--- src/rtl/modstick_pkg.sv ---
// modstick_pkg: shared definitions for the modstick register bank.
//   - register address constants for the 16-bit register bus
//   - ID register value ("MS")
//   - bus handshake FSM state encoding
package modstick_pkg;

    localparam logic [15:0] ADDR_ID        = 16'h0000;
    localparam logic [15:0] ADDR_LEDS      = 16'h0001;
    localparam logic [15:0] ADDR_DUTY      = 16'h0002;
    localparam logic [15:0] ADDR_FERR      = 16'h0003;
    localparam logic [15:0] ADDR_REQS      = 16'h0004;
    localparam logic [15:0] ADDR_UPTIME_LO = 16'h0005;
    localparam logic [15:0] ADDR_UPTIME_HI = 16'h0006;
    localparam logic [15:0] ADDR_SCRATCH   = 16'h0010;

    localparam logic [15:0] ID_VALUE       = 16'h4D53;

    typedef enum logic [1:0] {
        ST_IDLE = 2'd0,
        ST_ACK  = 2'd1,
        ST_WAIT = 2'd2
    } bus_state_e;

endpackage

--- src/rtl/modstick_pwm.sv ---
// modstick_pwm: 8-bit free-running PWM generator.
// The active duty is reloaded only when the counter wraps 255->0, so a duty
// change never produces a runt pulse in the middle of a period.
// Ports:
//   clk   in  1 : system clock
//   reset in  1 : synchronous reset, active low
//   duty  in  8 : requested duty (high cycles per 256)
//   out   out 1 : registered PWM output, high while cnt < active duty
module modstick_pwm (
    input  logic       clk,
    input  logic       reset,
    input  logic [7:0] duty,
    output logic       out
);

    logic [7:0] cnt_r;
    logic [7:0] duty_act_r;
    logic       out_r;
    logic [7:0] cnt_nxt_s;
    logic [7:0] duty_nxt_s;

    // Next counter value and the duty that will be active alongside it.
    always_comb begin
        cnt_nxt_s  = cnt_r + 8'd1;
        duty_nxt_s = duty_act_r;
        if (cnt_r == 8'hFF) begin
            duty_nxt_s = duty;
        end else begin
            duty_nxt_s = duty_act_r;
        end
    end

    // Counter, active duty and output register; out_r tracks (cnt_r < duty_act_r).
    always_ff @(posedge clk) begin
        if (!reset) begin
            cnt_r      <= 8'd0;
            duty_act_r <= 8'd0;
            out_r      <= 1'b0;
        end else begin
            cnt_r      <= cnt_nxt_s;
            duty_act_r <= duty_nxt_s;
            out_r      <= (cnt_nxt_s < duty_nxt_s);
        end
    end

    assign out = out_r;

endmodule

--- src/rtl/modstick_regs.sv ---
// modstick_regs: register-bank slave behind the Modbus RTU framer.
// Decodes single-register reads/writes into ID, LED control, PWM duty,
// frame-error and request counters, a 32-bit ms uptime counter (with a
// high-half shadow latched on low-half reads) and NScratch scratch registers.
// Optional feature macro: MODSTICK_REGS_WDOG_EN (ms watchdog that clears
// LEDS and DUTY when no write arrives within WdogMs).
// Ports:
//   clk       in  1  : system clock
//   reset     in  1  : synchronous reset, active low
//   valid     in  1  : request pending, held until ack
//   iswrite   in  1  : 1 = write, 0 = read
//   addr      in  16 : register address
//   wdata     in  16 : write data
//   rdata     out 16 : read data, valid with ack, held until next ack
//   ack       out 1  : one-cycle completion pulse
//   frame_err in  1  : one-cycle pulse per bad frame
//   leds      out 5  : LED register
//   sig1      out 1  : PWM output
//   sig2      out 1  : heartbeat (uptime bit 9)
module modstick_regs
    import modstick_pkg::*;
#(
    parameter int ClkHz    = 12000000,
    parameter int NScratch = 4,
    parameter int WdogMs   = 1000
) (
    input  logic        clk,
    input  logic        reset,
    input  logic        valid,
    input  logic        iswrite,
    input  logic [15:0] addr,
    input  logic [15:0] wdata,
    output logic [15:0] rdata,
    output logic        ack,
    input  logic        frame_err,
    output logic [4:0]  leds,
    output logic        sig1,
    output logic        sig2
);

    localparam int PreDiv = ((ClkHz / 1000) < 1) ? 1 : (ClkHz / 1000);
    localparam int PreW   = (PreDiv > 1) ? $clog2(PreDiv) : 1;
    localparam logic [PreW-1:0] PreMax = PreW'(PreDiv - 1);
    localparam int SIdxW  = (NScratch > 1) ? $clog2(NScratch) : 1;

    if ((NScratch < 1) || (NScratch > 16) || (WdogMs < 1)) begin : g_param_check
        $error("modstick_regs: NScratch must be 1..16 and WdogMs >= 1");
    end

    bus_state_e        state_r;
    bus_state_e        state_nxt_s;
    logic              access_s;
    logic              wr_s;
    logic              rd_s;

    logic [PreW-1:0]   pre_r;
    logic              tick_s;
    logic [31:0]       uptime_r;
    logic [15:0]       shadow_r;
    logic [15:0]       reqs_r;
    logic [15:0]       ferr_r;
    logic [4:0]        leds_r;
    logic [7:0]        duty_r;
    logic [15:0]       scratch_r [NScratch];

    logic [15:0]       scr_off_s;
    logic [SIdxW-1:0]  scr_idx_s;
    logic              scr_hit_s;
    logic [15:0]       rd_mux_s;
    logic [15:0]       rdata_r;
    logic              ack_r;
    logic              wdog_fire_s;

    // Bus handshake: one access per valid, then wait for the master to drop it.
    always_comb begin
        state_nxt_s = state_r;
        access_s    = 1'b0;
        case (state_r)
            ST_IDLE: begin
                if (valid) begin
                    access_s    = 1'b1;
                    state_nxt_s = ST_ACK;
                end else begin
                    state_nxt_s = ST_IDLE;
                end
            end
            ST_ACK: begin
                state_nxt_s = ST_WAIT;
            end
            ST_WAIT: begin
                if (!valid) begin
                    state_nxt_s = ST_IDLE;
                end else begin
                    state_nxt_s = ST_WAIT;
                end
            end
            default: begin
                state_nxt_s = ST_IDLE;
            end
        endcase
    end

    assign wr_s = access_s & iswrite;
    assign rd_s = access_s & ~iswrite;

    // FSM state register.
    always_ff @(posedge clk) begin
        if (!reset) begin
            state_r <= ST_IDLE;
        end else begin
            state_r <= state_nxt_s;
        end
    end

    // Scratch window decode.
    always_comb begin
        scr_off_s = addr - ADDR_SCRATCH;
        scr_idx_s = scr_off_s[SIdxW-1:0];
        scr_hit_s = (addr >= ADDR_SCRATCH) && (scr_off_s < 16'(NScratch));
    end

    // Read mux over the current (pre-edge) register values.
    always_comb begin
        rd_mux_s = 16'h0000;
        case (addr)
            ADDR_ID:        rd_mux_s = ID_VALUE;
            ADDR_LEDS:      rd_mux_s = {11'h000, leds_r};
            ADDR_DUTY:      rd_mux_s = {8'h00, duty_r};
            ADDR_FERR:      rd_mux_s = ferr_r;
            ADDR_REQS:      rd_mux_s = reqs_r;
            ADDR_UPTIME_LO: rd_mux_s = uptime_r[15:0];
            ADDR_UPTIME_HI: rd_mux_s = shadow_r;
            default: begin
                if (scr_hit_s) begin
                    rd_mux_s = scratch_r[scr_idx_s];
                end else begin
                    rd_mux_s = 16'h0000;
                end
            end
        endcase
    end

    // Registered bus response: ack pulse and read data held until next access.
    always_ff @(posedge clk) begin
        if (!reset) begin
            ack_r   <= 1'b0;
            rdata_r <= 16'h0000;
        end else begin
            ack_r <= access_s;
            if (access_s) begin
                rdata_r <= rd_mux_s;
            end
        end
    end

    // Millisecond prescaler.
    always_ff @(posedge clk) begin
        if (!reset) begin
            pre_r <= '0;
        end else if (tick_s) begin
            pre_r <= '0;
        end else begin
            pre_r <= pre_r + PreW'(1);
        end
    end

    assign tick_s = (pre_r == PreMax);

    // Uptime counter and the high-half shadow captured on low-half reads.
    always_ff @(posedge clk) begin
        if (!reset) begin
            uptime_r <= 32'd0;
            shadow_r <= 16'h0000;
        end else begin
            if (tick_s) begin
                uptime_r <= uptime_r + 32'd1;
            end
            if (rd_s && (addr == ADDR_UPTIME_LO)) begin
                shadow_r <= uptime_r[31:16];
            end
        end
    end

    // Request and frame-error counters; a clear racing a frame error leaves 1.
    always_ff @(posedge clk) begin
        if (!reset) begin
            reqs_r <= 16'h0000;
            ferr_r <= 16'h0000;
        end else begin
            if (access_s) begin
                reqs_r <= reqs_r + 16'd1;
            end
            if (wr_s && (addr == ADDR_FERR)) begin
                ferr_r <= {15'd0, frame_err};
            end else if (frame_err && (ferr_r != 16'hFFFF)) begin
                ferr_r <= ferr_r + 16'd1;
            end
        end
    end

`ifdef MODSTICK_REGS_WDOG_EN
    logic [31:0] wdog_r;
    logic        wdog_restart_s;

    assign wdog_restart_s = wr_s | (rd_s && (addr == ADDR_REQS));
    // Fires once on the tick that reaches WdogMs; the counter then parks there.
    assign wdog_fire_s    = tick_s && !wdog_restart_s && (wdog_r == 32'(WdogMs - 1));

    // Watchdog ms counter, saturating at WdogMs until the next restart.
    always_ff @(posedge clk) begin
        if (!reset) begin
            wdog_r <= 32'd0;
        end else if (wdog_restart_s) begin
            wdog_r <= 32'd0;
        end else if (tick_s && (wdog_r < 32'(WdogMs))) begin
            wdog_r <= wdog_r + 32'd1;
        end
    end
`else
    assign wdog_fire_s = 1'b0;
`endif

    // Writable control registers: LEDS and DUTY.
    always_ff @(posedge clk) begin
        if (!reset) begin
            leds_r <= 5'd0;
            duty_r <= 8'd0;
        end else begin
            if (wr_s && (addr == ADDR_LEDS)) begin
                leds_r <= wdata[4:0];
            end else if (wdog_fire_s) begin
                leds_r <= 5'd0;
            end
            if (wr_s && (addr == ADDR_DUTY)) begin
                duty_r <= wdata[7:0];
            end else if (wdog_fire_s) begin
                duty_r <= 8'd0;
            end
        end
    end

    // Scratch registers.
    always_ff @(posedge clk) begin
        if (!reset) begin
            for (int i = 0; i < NScratch; i++) begin
                scratch_r[i] <= 16'h0000;
            end
        end else begin
            for (int i = 0; i < NScratch; i++) begin
                if (wr_s && scr_hit_s && (scr_idx_s == SIdxW'(i))) begin
                    scratch_r[i] <= wdata;
                end
            end
        end
    end

    modstick_pwm u_pwm (
        .clk   (clk),
        .reset (reset),
        .duty  (duty_r),
        .out   (sig1)
    );

    assign rdata = rdata_r;
    assign ack   = ack_r;
    assign leds  = leds_r;
    assign sig2  = uptime_r[9];

endmodule

--- config.mk ---
export PLATFORM = sky130hd
export DESIGN_NAME = modstick_regs
export DESIGN_NICKNAME = d
export VERILOG_FILES = /design/src/rtl/modstick_pkg.sv /design/src/rtl/modstick_pwm.sv /design/src/rtl/modstick_regs.sv
export SDC_FILE = /design/constraint.sdc
export NUM_CORES = 1
export LEC_CHECK = 0
export CORE_UTILIZATION = 40
export DETAILED_ROUTE_END_ITERATION = 6
export PLACE_DENSITY = 0.69
export SYNTH_ARGS = -nofsm -noshare
export SYNTH_HDL_FRONTEND = slang
export SYNTH_SLANG_ARGS = --single-unit
--- constraint.sdc ---
create_clock -name clk -period 9.8 [get_ports clk]
set_input_delay 2.45 -clock clk [delete_from_list [all_inputs] [get_ports clk]]
set_output_delay 2.45 -clock clk [all_outputs]
set_load 0.005 [all_outputs]
# Word level (Yosys, flattened, before mapping)
# Memories as Yosys holds them, arrays and structs flattened.
# Cells that the tools add are included.
[classes] add_sub_neg=6 magnitude_cmp=3 n_eq_ne=14 n_mux=27 bitwise=8 n_reduce_logical=17
[op_table] op="16-bit one-hot mux with 7 select lines" count=1
[op_table] op="16-bit two-way mux" count=5
[op_table] op="16-bit by 3-bit == test with 1-bit output (second input constant)" count=3
[op_table] op="16-bit by 1-bit adder with 16-bit output (second input constant)" count=2
[op_table] op="32-bit by 1-bit adder with 32-bit output (second input constant)" count=1
[op_table] op="16-bit by 2-bit == test with 1-bit output (second input constant)" count=2
[op_table] op="1-bit two-way mux" count=18
[op_table] op="16-bit by 1-bit == test with 1-bit output (second input constant)" count=1
[op_table] op="16-bit by 5-bit greater-or-equal comparator with 1-bit output (second input constant)" count=1
[op_table] op="16-bit logical NOT" count=1
[op_table] op="16-bit by 3-bit < comparator with 1-bit output (second input constant)" count=1
[op_table] op="16-bit inequality test (second input constant)" count=1
[op_table] op="16-bit by 5-bit subtractor with 16-bit output (second input constant)" count=1
[op_table] op="14-bit by 1-bit adder with 14-bit output (second input constant)" count=1
[op_table] op="14-bit == test (second input constant)" count=1
[op_table] op="1-bit logical AND" count=11
[op_table] op="8-bit by 1-bit adder with 8-bit output (second input constant)" count=1
[op_table] op="8-bit == test (second input constant)" count=1
[op_table] op="8-bit < comparator" count=1
[op_table] op="8-bit two-way mux" count=1
[op_table] op="2-bit == test (second input constant)" count=3
[op_table] op="2-bit one-hot mux with 3 select lines" count=1
[op_table] op="2-bit by 1-bit == test with 1-bit output (second input constant)" count=2
[op_table] op="2-bit logical NOT" count=2
[op_table] op="other kinds (6)" count=12
[word_totals] register_bits=143 mem_bits_rw=64 inputBits=37 out_inout_bits=24 elab_cells=90 mem_count=1
[mem_list] memory="scratch_r" depth=4 width=16 rd=1 rd_clocked_by_memory_dff=0 wr=4 line_no="modstick_regs.sv:64" rtl="logic [15:0] scratch_r [NScratch];"

# Longest topological paths before layout
# Gate-level depths: netlist of run 1.
[depth] word_depth=9 mapped_depth=10 mapped_depth_nobuf=9

# Cells and area by module
# A second synthesis of run 1 with hierarchy kept.
[unflattened] cells_unflattened=955 hier_area_um2=9589.2
[by_module_without_submodules] module="modstick_regs" instances=1 cells_per_inst=875 area_each_um2=8784.7 seq_area_each_um2=4444.3
[by_module_without_submodules] module="modstick_pwm" instances=1 cells_per_inst=80 area_each_um2=804.5 seq_area_each_um2=340.3

# Worst setup path before layout of run 1
# OpenSTA, ideal clock, no wires.
[synth_path] path_type="input to register" start="in addr[10]" end="mem scratch_r[0][0] (enable)" setup_ns=0.414 t_arrival_ns=4.785 required_ns=9.386 setup_slack_ns=4.601 cell_stages=5 n_path_buf=0 path_cell_list="nor4_1 -> nand3_1 -> nor2_1 -> nand3_1 -> o31ai_1"
[synth_lines] element="from (decl)" line_no="modstick_regs.sv:31" rtl="input logic [15:0] addr,"
[synth_lines] element="to (decl)" line_no="modstick_regs.sv:64"

==> summary.txt, run 1 <==
Vias per inst = 5.44
Nets = 1,070
Crit path DAT = 5.26 ns
CTS Buf Count = 22
Distinct cells, synth = 54
Switching share of power = 21.4%
Sink Count = 207
# IOs = 61
Final setup fails = 0
Most common cell after layout, fill and taps aside = dfxtp_1
Slew Viols, Final = 0
Most frequent cells in the layout = dfxtp_1 (143), nor2_1 (92), nand2_1 (86), and2_1 (75), edfxtp_1 (64)
Number of antenna violations at the first check in global routing = 1
Routed WL per cell = 17.1 µm
Switch Pwr = 0.402 mW
Peak supply drop = 116 µV
Pint = 1.48 mW
Routed vias = 7,377
Kind of critical path = primary input to flop
Synth Instances = 975
Clock slew at reported path FFs = 0.06 ns
Clock root cell = clkbuf_16
Synth-to-layout area growth = 17.1%
#FFs+latches synth = 207
DR iter-0 viols = 600
Die Ht = 157 µm
Final hold viol count = 0
Power Total = 1.88 mW
Synthesized area = 0.00957 mm²
Setup slack, reg-to-reg = 6.99 ns
Final instance area = 0.0112 mm²
Startpoint types = primary input
Critical Path End Type = flop
Part of the power in registers = 48.5%
Clock power share = 45.6%
Total grt overflow = 0
Starting Density = 40.8%
First-pass DRT Iterations = 5
Tmin final = 4.90 ns
Antenna violation net count after detailed routing = 0
Leading register cell type out of synthesis = dfxtp_1
Resize count post-CTS = 0
Setup_tns = 0 ns
Max Root-Sink Buffers = 3
GP Congestion = 0.876
Largest net degree at the start of global routing = 89
Fmax = 204 MHz
Placed inst area = 0.0105 mm²
Final wirelength = 23,100 µm
Yosys warning count = 0
Detail Placement HPWL = 15,700 µm
Rows = 56
Die area = 0.0246 mm²
P_leak = 3.75 nW
Area of the core = 0.0235 mm²
First-pass GRT wire length = 36,900 µm
Clock skew = 0.0113 ns
Worst EP required = 10.16 ns
Worst-Margin Slew = 1.01 ns
CTS tree = yes
Inst Count DP = 1,316
Share of cells above drive strength 1 = 7.82%
Die Span X = 157 µm
Number of global-route vias before repair = 6,747
Gr usage total = 19.2%
Hold_buf cts = 0
Post-Layout Cell Count = 1,356
Skew-Pair Late Insertion Delay = 0.50 ns
H-tree depth = 1
Status = finished, final reports clean
Max FO, Critical Path = 16
Worst Hold Class = flop to flop
Post-CTS setup buffers = 0
Syn Nets = 1,024
Syn Area/Cell = 9.82 µm²
Period utilisation layout = 50.0%
Sequential area share after synthesis = 50.0%
DRC = 0
Max-cap viol count = 0
Synth async-reset ratio = 0%
Place WS = 4.39 ns
RSZ-0062 raised after global routing = false
Comb power frac = 5.9%
Final worst slack = 4.90 ns
Post-synth EDFFs = 64
Slew margin rel. = 32.5%
Port bufs = 60
PwrDens = 168 mW/mm²
==> synthesized netlist by cell type (all sizes together) (2+ instances only) <==
master,instances,share of area [%]
buf,5,0.35
a32oi,2,0.18
nor2b,7,0.46
o21a,2,0.16
a31oi,5,0.33
xnor2,34,3.1
nand4b,3,0.27
a21oi,59,3.1
or4,9,0.74
nor4,14,1.0
nor3b,2,0.16
edfxtp,64,20
a22oi,8,0.63
nor3,25,1.3
and2,75,4.9
ha,12,1.6
a22o,2,0.18
and3,14,0.93
inv,15,0.59
mux2i,40,4.2
o21ai,50,2.6
a221oi,3,0.27
o22ai,2,0.13
nand4,23,1.5
nor2,92,3.6
mux2,3,0.35
or3,21,1.4
o31ai,6,0.47
xor2,20,1.8
mux4,16,3.8
nand2,86,3.4
nand2b,6,0.39
dfxtp,143,30
nand3,36,1.9
clkbuf,46,1.8
a222oi,8,0.84
and4,8,0.74
==> routing by layer <==
layer	vias to the layer above	track usage, %	share of wire, %
met3	22	2.82	6.0
met1	3541	26.6	45
met2	210	31.4	47
met5	-	0	0
met4	0	4.15	1.7
li1	3604	-	-
==> flip-flops by register name (all words and copies together) (netlist names), 2 cells and up <==
name / flops
u_pwm.duty_act_r: 8
reqs_r: 16
rdata: 16
u_pwm.cnt_r: 8
uptime_r: 32
duty_r: 8
pre_r: 14
shadow_r: 16
scratch_r: 64
leds: 5
ferr_r: 16
state_r: 2
==> critical path, stage by stage <==
cell and delay, ns:
clkdlybuf4s50_1 0.39, nor4_1 0.57, nand2_1 0.16, or4_1 0.63, nor2_1 0.80, and2_1 0.25
==> logic make-up after synthesis <==
group           synth area share, %
mux                            8.30
compound gates                 9.20
flops                          50.0
buf+inv                        2.86
fa+ha+maj                      1.57
xor+xnor                       4.94
simple gates                   23.2
==> through the flow <==
| step | utilization (%) | hold slack, ns |
|---|---|---|
| 6_report | 47.8 | 0.460 |
| 5_1_grt | 47.8 | 0.476 |
| 4_1_cts | 47.8 | 0.458 |
| 3_5_place_dp | 44.6 | 0.446 |
| 3_3_place_gp | 44.6 | 0.443 |
| 2_1_floorplan | - | 0.430 |
==> area by class of cell <==
class / instances / area, µm²
clock inverters: 3 / 66.3
clock buffers: 36 / 684
fillers: 2176 / 12300
repair buffers: 74 / 696
diodes: 1 / 2.50
inverters: 15 / 56.3
flip-flops and latches: 207 / 4780
multi-input cells: 701 / 4530
well taps: 319 / 399
==> power groups by stage <==
| stage | Clock (mW) | Combinational (mW) | Sequential (mW) |
|---|---|---|---|
| after floorplan | 0 | 0.0571 | 0.927 |
| after global placement | 0 | 0.109 | 0.929 |
| after detailed placement | 0 | 0.111 | 0.930 |
| after CTS | 0.874 | 0.111 | 0.911 |
| after global routing | 0.907 | 0.121 | 0.913 |
| final | 0.858 | 0.111 | 0.911 |
==> path summary, 6_finish.rpt <==
path,startpoint,endpoint,cells past startpoint
hold reg to reg,shadow_r[0],shadow_r[0],2
setup / recovery,addr[10],scratch_r[1][10],6
setup reg to reg,pre_r[0],uptime_r[30],6
hold / removal,shadow_r[0],shadow_r[0],2
Power figures use the tool's default switching activity.
==> inputs of run 2 (changes only) <==
==> constraint.sdc (replaced) <==
create_clock -name clk -period 4.56 [get_ports clk]
set_input_delay 1.14 -clock clk [delete_from_list [all_inputs] [get_ports clk]]
set_output_delay 1.14 -clock clk [all_outputs]
set_load 0.005 [all_outputs]
==> summary.txt, run 2 (synthesis results as in run 1) <==
Clock skew = 0.0170 ns
Die Span X = 157 µm
WHS = 0.457 ns
Max FO, Critical Path = 12
Power Total = 3.97 mW
Final worst slack = 1.04 ns
Clock slew at reported path FFs = 0.06 ns
First-pass GRT wire length = 37,300 µm
Final hold viol count = 0
Max FFs per register = 64
Resize count post-CTS = 0
H-tree depth = 1
RSZ-0062 raised after global routing = false
Routed vias = 7,383
CP max stage cell = nor4_1
Number of global-route vias before repair = 6,984
Slew Viols, Final = 0
Nets = 1,078
Startpoint types = primary input
Reg2reg start = pre_r[0]
Peak supply drop = 225 µV
CP dominant cell by count = nand3_1
Fmax = 284 MHz
Vias per inst = 5.41
DR iter-0 viols = 598
Top Registers = scratch_r x64, uptime_r x32
Critical path's largest stage delay = 0.52 ns
Setup_tns = 0 ns
Total grt overflow = 0
Capture point of the worst reg-to-reg path = uptime_r[31]
First-pass DRT Iterations = 7
Max Root-Sink Buffers = 3
Share of cells above drive strength 1 = 8.33%
DRC = 0
Port bufs = 60
Worst EP required = 4.76 ns
Final setup fails = 0
Routed WL per cell = 17.2 µm
Status = finished, final reports clean
Crit path to = scratch_r[2][11]
Max-cap viol count = 0
Clock root cell = clkbuf_16
Detail Placement HPWL = 16,600 µm
Largest net degree at the start of global routing = 42
Crit path DAT = 3.72 ns
Die Ht = 157 µm
Worst-Margin Slew = 0.846 ns
Slew margin rel. = 43.1%
Rows = 56
Worst path cell trace = clkdlybuf4s50_1, nor4_1, nand3_1, nor2_1, nand3_1, o21ai_1, buf_4
Worst Hold Class = flop to flop
Final wirelength = 23,400 µm
Hold_buf cts = 0
Sink Count = 207
Worst r2r path cells = 6
Critical Path End Type = flop
# IOs = 61
Starting Density = 40.8%
Place WS = 0.489 ns
Synth-to-layout area growth = 17.3%
Critical path origin = addr[10]
Antenna cells = 0
# fillers = 2,194
CTS tree = yes
Area of the core = 0.0235 mm²
P_leak = 3.77 nW
Most frequent cells in the layout = dfxtp_1 (143), nor2_1 (92), nand2_1 (86), and2_1 (75), edfxtp_1 (64)
Kind of critical path = primary input to flop
Tmin final = 3.52 ns
Most common cell after layout, fill and taps aside = dfxtp_1
Post-CTS setup buffers = 0
CTS Buf Count = 23
Skew-Pair Late Insertion Delay = 0.51 ns
PwrDens = 353 mW/mm²
Gr usage total = 19.3%
GP Congestion = 0.867
Period utilisation layout = 77.1%
Antenna violation net count after detailed routing = 0
Number of antenna violations at the first check in global routing = 0
Reg with most FFs = scratch_r
Setup slack, reg-to-reg = 1.80 ns
Die area = 0.0246 mm²
==> run 2: changes by cell type in the layout (fill, tap and decap cells not counted), sizes merged <==
cell,before,now
bufinv,2,1
clkbuf,36,35
diode,1,0
buf,16,23
clkinv,0,3
inv,16,17
==> run 2: layout make-up <==
cell class	count	area [µm²]	share of cell area, %
Sequential cell	207	4780	42.6
Timing Repair Buffer	81	748	6.67
Inverter	15	56.3	0.502
Multi-Input combinational cell	701	4530	40.3
Clock buffer	35	651	5.80
Tap cell	319	399	3.56
Clock inverter	6	61.3	0.546
==> run 2: worst min-delay path by stage <==
stage	end	start	cells past startpoint
floorplan	pre_r[0]	pre_r[0]	1
global placement	shadow_r[13]	shadow_r[13]	2
detailed placement	pre_r[0]	pre_r[0]	1
CTS	shadow_r[12]	shadow_r[12]	2
global route	shadow_r[9]	shadow_r[9]	2
finish	shadow_r[12]	shadow_r[12]	2
==> run 2: layer usage <==
metal | wire [µm] | part of all wire (%) | vias to the layer above | global-route usage (%)
met3 | 1030 | 4.4 | 34 | 2.41
met2 | 11100 | 47 | 164 | 31.9
met5 | 0 | 0 | - | 0
li1 | - | - | 3624 | -
met1 | 10800 | 46 | 3561 | 26.5
met4 | 521 | 2.2 | 0 | 5.14
==> run 2: report_power, final <==
part | internal, mW | switching (mW) | total (mW)
logic | 0.106 | 0.131 | 0.237
registers | 1.94 | 0.0246 | 1.96
clock network | 1.04 | 0.728 | 1.77
==> run 2: metrics by stage <==
stage / std cells / utilization, % / cell area [µm²]
after detailed placement: 1323 / 44.8 / 10500
after global placement: 1323 / 44.8 / 10500
after global routing: 1364 / 47.8 / 11200
after floorplan: 975 / - / 9570
after CTS: 1364 / 47.8 / 11200
final: 1364 / 47.8 / 11200
==> run 2: critical path, delay by kind of cell <==
family | cells | cell delay, ns
and+or+nand+nor | 4 | 1.40
AOI/OAI and AO/OA | 1 | 0.46
buffers and inverters | 2 | 0.71
==> inputs of run 3 (changes only) <==
==> constraint.sdc (replaced) <==
create_clock -name clk -period 3.65 [get_ports clk]
set_input_delay 0.9125 -clock clk [delete_from_list [all_inputs] [get_ports clk]]
set_output_delay 0.9125 -clock clk [all_outputs]
set_load 0.005 [all_outputs]
==> summary.txt, run 3 (synthesis results as in run 1) <==
Kind of critical path = primary input to flop
Hold_buf cts = 0
Reg area = 0.00478 mm²
Crit path max-delay family = simple AND/OR/NAND/NOR gates
Slew Viols, Final = 0
# fillers = 2,165
Nets = 1,083
Total grt overflow = 0
CTS tree = yes
Max Root-Sink Buffers = 3
First-pass DRT Iterations = 7
Critical path's largest stage delay = 0.55 ns
Crit path to = scratch_r[0][12]
Clock slew at reported path FFs = 0.05 ns
Inst Count DP = 1,328
RSZ-0062 raised after global routing = false
Critical path depth = 7
Detail Placement HPWL = 16,700 µm
Most frequent cells in the layout = dfxtp_1 (143), nor2_1 (92), nand2_1 (86), and2_1 (75), edfxtp_1 (64)
Vias per inst = 5.49
Clock root cell = clkbuf_16
Comb power frac = 6.2%
Resize count post-CTS = 0
Worst Hold Class = flop to flop
Share of cells above drive strength 1 = 8.68%
Gr usage total = 19.7%
Footprint of the multi-input gates = 0.00453 mm²
Number of global-route vias before repair = 6,918
CP max stage cell = nor4_1
DRC = 0
Final wirelength = 23,700 µm
Pint = 3.83 mW
Critical path origin = addr[10]
Setup_tns = 0 ns
Number of antenna violations at the first check in global routing = 0
Min-delay src = shadow_r[11]
Die Ht = 157 µm
Skew-Pair Late Insertion Delay = 0.51 ns
Max FFs per register = 64
Period utilisation layout = 82.4%
Most common cell after layout, fill and taps aside = dfxtp_1
Post-CTS setup buffers = 0
H-tree depth = 1
Peak supply drop = 273 µV
First-pass GRT wire length = 37,700 µm
Final hold viol count = 0
Worst path cell trace = clkdlybuf4s50_1, nor4_1, nand3_1, nor2_1, nand3_1, o31ai_2, buf_4
Fmax = 332 MHz
# IOs = 61
DR iter-0 viols = 652
Starting Density = 40.8%
Reg2reg start = pre_r[0]
Switching share of power = 22.1%
Sink Count = 207
Routed vias = 7,499
Die area = 0.0246 mm²
Worst r2r path cells = 6
Slew margin rel. = 41.0%
Switch Pwr = 1.09 mW
Setup slack, reg-to-reg = 0.86 ns
Tmin final = 3.01 ns
Routed WL per cell = 17.3 µm
CP dominant cell by count = nand3_1
Max FO, Critical Path = 16
CTS Buf Count = 23
Antenna violation net count after detailed routing = 0
Post-Layout Cell Count = 1,367
Worst-Margin Slew = 0.877 ns
Die Span X = 157 µm
Reg with most FFs = scratch_r
Worst EP required = 3.84 ns
Startpoint types = primary input
Clock power share = 43.9%
Area of the core = 0.0235 mm²
Part of the power in registers = 49.9%
Critical Path End Type = flop
Port bufs = 60
P_leak = 3.79 nW
GP Congestion = 0.848
CP Buf/Inv Count = 2
Crit path DAT = 3.20 ns
Capture point of the worst reg-to-reg path = uptime_r[22]
Status = finished, final reports clean
Max-cap viol count = 0
Worst hold path depth = 2
Largest net degree at the start of global routing = 69
Clock skew = 0.0159 ns
Top Registers = scratch_r x64, uptime_r x32
PwrDens = 436 mW/mm²
Rows = 56
Antenna cells = 0
Final setup fails = 0
Synth-to-layout area growth = 17.7%
run 3: cell count changes in the layout (fill, tap and decap cells not counted), sizes merged:
cell and change:
buf +5, bufinv -1, clkbuf +3, clkinv -3
inv -1
run 3: cell type report:
| class | instances | share of cell area [%] |
|---|---|---|
| sequential | 207 | 42.5 |
| multi-input combinational | 701 | 40.2 |
| tap | 319 | 3.54 |
| timing repair buffer | 86 | 7.20 |
| inverter | 15 | 0.500 |
| clock inverter | 1 | 0.0555 |
| clock buffer | 38 | 6.08 |
run 3: through the flow:
step	utilization [%]	hold WS (ns)	setup WS (ns)	area, µm²	power [mW]
after CTS	48.0	0.459	0.644	11300	4.95
after global routing	48.0	0.467	0.388	11300	5.07
after detailed placement	45.1	0.448	0.126	10600	2.80
after global placement	45.1	0.440	0.230	10600	2.80
final	48.0	0.459	0.642	11300	4.91
after floorplan	-	0.430	0.0509	9580	2.64
run 3: worst min-delay path by stage:
stage	to	slack (ns)
6_report	shadow_r[11]	0.46
5_1_grt	shadow_r[15]	0.47
4_1_cts	shadow_r[11]	0.46
3_5_place_dp	shadow_r[9]	0.45
3_3_place_gp	shadow_r[11]	0.44
2_1_floorplan	pre_r[0]	0.43
run 3: power by group through the flow:
stage               logic [mW]  registers, mW  clock network (mW)
floorplan                0.154           2.49                   0
global placement         0.301           2.50                   0
detailed placement       0.305           2.50                   0
CTS                      0.306           2.45                2.20
global route             0.333           2.45                2.29
finish                   0.305           2.45                2.16
run 3: layer usage:
metal	wire length [µm]	GRT usage, %
met1	10400	27.4
met2	11000	31.4
met3	1730	3.24
met4	548	5.84
met5	0	0
run 3: worst register-to-register path: stages, from the launching register on:
cell,delay [ns]
dfxtp_1,0.38
ha_1,0.27
nand4_1,0.12
or4_4,0.63
or3_1,0.63
or4_1,0.54
a21oi_1,0.16
